==> src/rtl/op_lastn.sv <==
// op_lastn: keeps the last N accepted samples and combines them.
// When a new sample fills or refreshes the window, the unit multiplies
// the window contents (mode=0) or adds them (mode=1). It does one
// operation per cycle. Samples equal to the programmable ignore value
// are dropped.
//
// Ports:
//   clk       rising-edge clock
//   rst       asynchronous active-high reset
//   in        sample input; also the new ignore value when ld=1
//   in_valid  sample strobe
//   ld        load ignore value from in (has priority over in_valid)
//   mode      0 = product, 1 = sum; latched when a computation starts
//   busy      computation in progress; samples are refused
//   out       last result, zero-extended to N*W bits
//   out_valid one-cycle pulse when out is updated
//   cnt       samples held in the window, saturating at N
module op_lastn #(
    parameter int          W   = 4,
    parameter int          N   = 2,
    parameter logic [W-1:0] IGN = '0
) (
    input  logic                     clk,
    input  logic                     rst,
    input  logic [W-1:0]             in,
    input  logic                     in_valid,
    input  logic                     ld,
    input  logic                     mode,
    output logic                     busy,
    output logic [N*W-1:0]           out,
    output logic                     out_valid,
    output logic [$clog2(N+1)-1:0]   cnt
);

    localparam int AW = N * W;
    localparam int CW = $clog2(N + 1);
    localparam int IW = $clog2(N);

    typedef enum logic {
        IDLE,
        CALC
    } state_t;

    state_t         state;
    logic [W-1:0]   win [N];
    logic [W-1:0]   ign;
    logic [AW-1:0]  acc;
    logic [IW-1:0]  idx;
    logic           op;

    logic           accept;
    logic [CW-1:0]  cnt_next;
    logic [AW-1:0]  operand;
    logic [AW-1:0]  step;

    always_comb begin
        accept   = in_valid & ~ld & ~busy & (in != ign);
        cnt_next = cnt;
        if (accept && cnt != CW'(N))
            cnt_next = cnt + CW'(1);
        operand = AW'(win[idx]);
        // The product of N W-bit values fits in AW bits, so truncation is exact.
        step = op ? (acc + operand) : (acc * operand);
    end

    always_ff @(posedge clk or posedge rst) begin
        if (rst) begin
            state     <= IDLE;
            for (int unsigned i = 0; i < N; i++)
                win[i] <= '0;
            ign       <= IGN;
            acc       <= '0;
            idx       <= '0;
            op        <= 1'b0;
            busy      <= 1'b0;
            out       <= '0;
            out_valid <= 1'b0;
            cnt       <= '0;
        end else begin
            out_valid <= 1'b0;
            if (ld)
                ign <= in;
            case (state)
                IDLE: begin
                    if (accept) begin
                        for (int unsigned i = N - 1; i > 0; i--)
                            win[i] <= win[i-1];
                        win[0] <= in;
                        cnt    <= cnt_next;
                        // The incoming sample is buf[0], so it seeds the accumulator.
                        if (cnt_next == CW'(N)) begin
                            acc   <= AW'(in);
                            idx   <= IW'(1);
                            op    <= mode;
                            busy  <= 1'b1;
                            state <= CALC;
                        end
                    end
                end
                CALC: begin
                    acc <= step;
                    idx <= idx + IW'(1);
                    if (idx == IW'(N - 1)) begin
                        out       <= step;
                        out_valid <= 1'b1;
                        busy      <= 1'b0;
                        state     <= IDLE;
                    end
                end
                default: state <= IDLE;
            endcase
        end
    end

endmodule

==> config.mk <==
export PLATFORM = sky130hd
export DESIGN_NAME = op_lastn
export DESIGN_NICKNAME = d
export VERILOG_FILES = /design/src/rtl/op_lastn.sv
export SDC_FILE = /design/constraint.sdc
export NUM_CORES = 1
export LEC_CHECK = 0
export ABC_AREA = 1
export ABC_CLOCK_PERIOD_IN_PS = 7860
export BUFFER_PORTS_ARGS = -buffer_cell sky130_fd_sc_hd__clkbuf_2
export CAP_MARGIN = 10
export CORE_MARGIN = 1.5
export CORE_UTILIZATION = 45
export CTS_BUF_LIST = sky130_fd_sc_hd__clkbuf_2
export DETAILED_ROUTE_END_ITERATION = 6
export GPL_TIMING_DRIVEN = 0
export PLACE_DENSITY_LB_ADDON = 0.05
export SLEW_MARGIN = 30
export SYNTH_ARGS = -nofsm -noshare
export SYNTH_HDL_FRONTEND = slang
export SYNTH_SLANG_ARGS = --single-unit
==> constraint.sdc <==
create_clock -name clk -period 7.86 [get_ports clk]
set_input_delay 0.393 -clock clk [delete_from_list [all_inputs] [get_ports clk]]
set_output_delay 0.393 -clock clk [all_outputs]
set_load 0.01 [all_outputs]
==> impl_results.html <==
<table>
<tr><th>Metric</th><th>Value</th></tr>
<tr><th colspan="2">Outcome</th></tr>
<tr><td>Outcome</td><td>completed</td></tr>
<tr><th colspan="2">Timing</th></tr>
<tr><td>Max Clock Freq</td><td>278 MHz</td></tr>
<tr><td>Portion of the clock cycle consumed by the worst path in the final layout</td><td>0.458</td></tr>
<tr><td>Hold Vio Cnt, Final</td><td>0</td></tr>
<tr><td>Unrepaired setup endpoints after global routing</td><td>no</td></tr>
<tr><td>Relative slew slack</td><td>0.513</td></tr>
<tr><td>Total negative slack</td><td>0 ns</td></tr>
<tr><td>Min Tclk post-route</td><td>3.60 ns</td></tr>
<tr><td>Max Slew Vio Count</td><td>0</td></tr>
<tr><td>Worst-margin pin slew</td><td>0.730 ns</td></tr>
<tr><td>Largest clock skew in the final design</td><td>0.0230 ns</td></tr>
<tr><td>Final count of negative-setup-slack endpoints</td><td>0</td></tr>
<tr><th colspan="2">GRT</th></tr>
<tr><td>Maximum number of pins on one net before global-route repair</td><td>36</td></tr>
<tr><td>Sum of overflow across all layers after global routing</td><td>0</td></tr>
<tr><td>Global-route wire length before repair</td><td>9700 microns</td></tr>
<tr><td>Via count of the first global-routing pass</td><td>2,071</td></tr>
<tr><td>Global routing usage summed across all routing layers</td><td>0.204</td></tr>
<tr><td>Initial antenna violation count</td><td>0</td></tr>
<tr><th colspan="2">Clocking</th></tr>
<tr><td>Clock input transition at the sequential cells of the worst setup and hold paths</td><td>0.21 ns</td></tr>
<tr><td>Post-CTS Resized</td><td>0</td></tr>
<tr><td>Number of sinks handled by clock tree synthesis</td><td>35</td></tr>
<tr><td>CTS hold repair buffers</td><td>0</td></tr>
<tr><td>Latest clock arrival within the worst-skew pair</td><td>0.39 ns</td></tr>
<tr><td>Buffers inserted by post-CTS timing repair</td><td>0</td></tr>
<tr><td>Deepest level of the CTS H-tree</td><td>2</td></tr>
<tr><td>Cts bufs inserted</td><td>5</td></tr>
<tr><td>Clk Tree Root Cell</td><td>sky130_fd_sc_hd__clkbuf_2</td></tr>
<tr><td>Maximum count of clock buffers along a single path</td><td>2</td></tr>
<tr><td>Clock tree from TritonCTS</td><td>built</td></tr>
<tr><th colspan="2">Critical path</th></tr>
<tr><td>Start point of the critical path</td><td>idx</td></tr>
<tr><td>Required @ worst endpoint</td><td>8.19 ns</td></tr>
<tr><td>FF-to-FF setup slack</td><td>4.26 ns</td></tr>
<tr><td>Buf+Inv Stages, Crit Path</td><td>4</td></tr>
<tr><td>Crit-path slowest cell</td><td>sky130_fd_sc_hd__fa_1</td></tr>
<tr><td>Worst path arrival time</td><td>3.93 ns</td></tr>
<tr><td>Worst reg2reg path startpoint</td><td>idx</td></tr>
<tr><td>Crit path largest cell delay</td><td>0.53 ns</td></tr>
<tr><td>Crit-path most repeated cell</td><td>sky130_fd_sc_hd__nand2_1</td></tr>
<tr><td>Chain of cells forming the critical path</td><td>buf_6 &gt; nand2_1 &gt; o21ai_2 &gt; ha_1 &gt; fa_1 &gt; inv_1 &gt; fa_1 &gt; inv_1 &gt; ha_1 &gt; nand3_1 &gt; nand3_1 &gt; nand2_1 &gt; nand2_1 &gt; a21oi_1 &gt; inv_1 &gt; nand3_1 &gt; nand3_1 &gt; nand2_1 &gt; nand2_1 &gt; nand2_1</td></tr>
<tr><td>Endpoint class of the critical path</td><td>flop</td></tr>
<tr><td>Worst reg2reg endpoint</td><td>acc[7]</td></tr>
<tr><td>Cell depth of the worst flop-to-flop path</td><td>20</td></tr>
<tr><td>Worst-path fanout max</td><td>10</td></tr>
<tr><td>Path type of the worst setup path</td><td>reg -&gt; reg</td></tr>
<tr><td>Worst Setup Start Kind</td><td>flop</td></tr>
<tr><td>Cell family with the largest share of critical-path delay</td><td>adder cells</td></tr>
<tr><th colspan="2">Layout</th></tr>
<tr><td>Fraction of layout instances using a drive strength above 1</td><td>0.139</td></tr>
<tr><td>Filler-free cell count of the finished design</td><td>432</td></tr>
<tr><td>Antenna fix cells</td><td>0</td></tr>
<tr><td>Fraction of the core area covered by cells at the end of the flow</td><td>0.510</td></tr>
<tr><td>Number of nets in the layout</td><td>391</td></tr>
<tr><td>Area growth from synthesis to final layout</td><td>10.1%</td></tr>
<tr><th colspan="2">Yosys</th></tr>
<tr><td>Leading area contributor after synthesis</td><td>sky130_fd_sc_hd__dfrtp_1</td></tr>
<tr><td>Number of nets produced by synthesis</td><td>365</td></tr>
<tr><td>Syn. warnings</td><td>0</td></tr>
<tr><td>Netlist cell types</td><td>30</td></tr>
<tr><td>Synth top cells by count</td><td>sky130_fd_sc_hd__nand2_1 (100), sky130_fd_sc_hd__inv_1 (56), sky130_fd_sc_hd__dfrtp_1 (35), sky130_fd_sc_hd__nand3_1 (24), sky130_fd_sc_hd__nor2_1 (24)</td></tr>
<tr><td>EDFF count, synth</td><td>0</td></tr>
<tr><td>Async set-reset flop share out of synthesis</td><td>1.00</td></tr>
<tr><td>Netlist Area Pre-Place</td><td>2520 sq um</td></tr>
<tr><td>Cell with the most instances after synthesis</td><td>sky130_fd_sc_hd__nand2_1</td></tr>
<tr><td>Synthesized area per cell</td><td>7.57 sq um</td></tr>
<tr><td>Total of flip-flops plus latches after synthesis</td><td>35</td></tr>
<tr><td>Instance count of the mapped netlist</td><td>333</td></tr>
<tr><td>Fraction of synthesized cell area taken by the top area cell type</td><td>0.348</td></tr>
<tr><td>Post-synth top flop</td><td>sky130_fd_sc_hd__dfrtp_1</td></tr>
<tr><td>Most area-consuming cells after synthesis</td><td>sky130_fd_sc_hd__dfrtp_1 (35%), sky130_fd_sc_hd__nand2_1 (15%), sky130_fd_sc_hd__inv_1 (8.3%)</td></tr>
<tr><td>Sequential-to-total area share from yosys stat</td><td>0.348</td></tr>
<tr><th colspan="2">Floorplan</th></tr>
<tr><td>Die outline area</td><td>6060 sq um</td></tr>
<tr><td>Die width</td><td>77.8 microns</td></tr>
<tr><td>Core Area</td><td>5440 sq um</td></tr>
<tr><td>Starting Density</td><td>0.463</td></tr>
<tr><td>IO Count</td><td>21</td></tr>
<tr><td>Num rows</td><td>27</td></tr>
<tr><td>Vertical die dimension</td><td>77.8 microns</td></tr>
<tr><th colspan="2">Pwr</th></tr>
<tr><td>Post-route total power</td><td>317 uW</td></tr>
<tr><td>Leakage power of the design</td><td>1.59 nW</td></tr>
<tr><td>Maximum vdd ir drop</td><td>0.0829 mV</td></tr>
<tr><td>PwrDens</td><td>114 nW/um^2</td></tr>
<tr><th colspan="2">Routing</th></tr>
<tr><td>Routed Wire Length</td><td>5510 microns</td></tr>
<tr><td>Final routed DRC violation total</td><td>0</td></tr>
<tr><td>Detailed-route vias per instance</td><td>4.71</td></tr>
<tr><td>Via Count</td><td>2,033</td></tr>
<tr><td>Iter 0 DRT Violations</td><td>108</td></tr>
<tr><td>DR pass1 iterations</td><td>4</td></tr>
<tr><td>Post-route antenna net violation count</td><td>0</td></tr>
<tr><td>Average wire length per cell after detail routing</td><td>12.8 microns</td></tr>
<tr><th colspan="2">Worst hold path</th></tr>
<tr><td>Worst min-delay path class</td><td>in -&gt; async</td></tr>
<tr><th colspan="2">Placed design</th></tr>
<tr><td>Buffers added on ports</td><td>19</td></tr>
<tr><td>Placed cells</td><td>424</td></tr>
<tr><td>HPWL after DPL</td><td>4380 microns</td></tr>
<tr><td>GP Congestion</td><td>0.848</td></tr>
<tr><th colspan="2">Run</th></tr>
<tr><td>Max-capacitance violation count</td><td>0</td></tr>
</table>
-- cells by family after synthesis --
group | Yosys count | synth area share
flops | 35 | 0.348
simple gates | 167 | 0.295
fa+ha+maj | 23 | 0.144
buf+inv | 64 | 0.102
xor+xnor | 7 | 0.0243
compound gates | 37 | 0.0869
-- through the flow --
step / setup slack [ns] / cell area, sq um / hold WS, ns
final: 4.26 / 2770 / 0.0591
after detailed placement: 4.29 / 2710 / 0.465
after CTS: 4.23 / 2770 / 0.0836
after floorplan: 4.69 / 2520 / 0.459
after global placement: 4.28 / 2710 / 0.464
after global routing: 3.94 / 2770 / 0.119
-- registers in the layout (all words and copies together), names as in the netlist --
signal and flops:
out 8, idx 1, acc 8, win 8
state 1, out_valid 1, cnt 2, op 1
ign 4, busy 1
-- layout make-up --
cell class	instances	area [sq um]
timing repair buffer	19	95.1
multi-input combinational	234	1390
inverter	56	210
clock inverter	3	43.8
clock buffer	5	25.0
buffer	8	47.5
sequential	35	876
fill	534	2670
tap	72	90.1
-- power by group --
group	internal [mW]	switching, mW	leakage, nW
registers	0.182	0.00123	0.405
clock network	0.0539	0.0669	0.0429
logic	0.00494	0.00764	1.14
total	0.241	0.0757	1.59
-- worst reg2reg max path: cells and delay by family, from the launching register on --
kind / cells / cell delay, ns
AO/OA/AOI/OAI: 2 / 0.27
adder cells (fa/ha/maj): 4 / 1.63
buffers and inverters: 4 / 0.32
flip-flops: 1 / 0.45
AND/OR/NAND/NOR: 10 / 0.86
-- placed cells by master (no fill, tap or decap), types with 3 or more instances in the layout --
cell | netlist | final
sky130_fd_sc_hd__clkbuf_1 | 3 | 3
sky130_fd_sc_hd__o21ai_1 | 6 | 6
sky130_fd_sc_hd__o21ai_0 | 9 | 9
sky130_fd_sc_hd__nor2_1 | 24 | 24
sky130_fd_sc_hd__nand2_1 | 100 | 100
sky130_fd_sc_hd__nand2_2 | 5 | 5
sky130_fd_sc_hd__o21bai_1 | 5 | 5
sky130_fd_sc_hd__dfrtp_1 | 35 | 35
sky130_fd_sc_hd__fa_1 | 10 | 10
sky130_fd_sc_hd__nand3_1 | 24 | 24
sky130_fd_sc_hd__xnor2_1 | 5 | 5
sky130_fd_sc_hd__o21ai_2 | 4 | 4
sky130_fd_sc_hd__clkbuf_2 | 0 | 24
sky130_fd_sc_hd__inv_1 | 56 | 55
sky130_fd_sc_hd__a21oi_1 | 10 | 10
sky130_fd_sc_hd__ha_1 | 13 | 13
sky130_fd_sc_hd__nand4_1 | 3 | 3
-- worst max-delay path by stage --
stage                  end  slack (ns)  cells past startpoint
global route        out[7]        3.94                     20
global placement    out[7]        4.28                     20
floorplan           acc[7]        4.69                     20
CTS                 acc[7]        4.23                     20
detailed placement  out[7]        4.29                     20
finish              acc[7]        4.26                     20
-- metal layers --
metal  vias to the layer above  part of all wire  global-route usage
li1                       1083                 -                   -
met1                       898              0.52               0.298
met2                        46              0.43               0.311
met3                         6             0.039              0.0282
met4                         0             0.012              0.0655
met5                         -                 0                   0
Power figures use the tool's default switching activity.
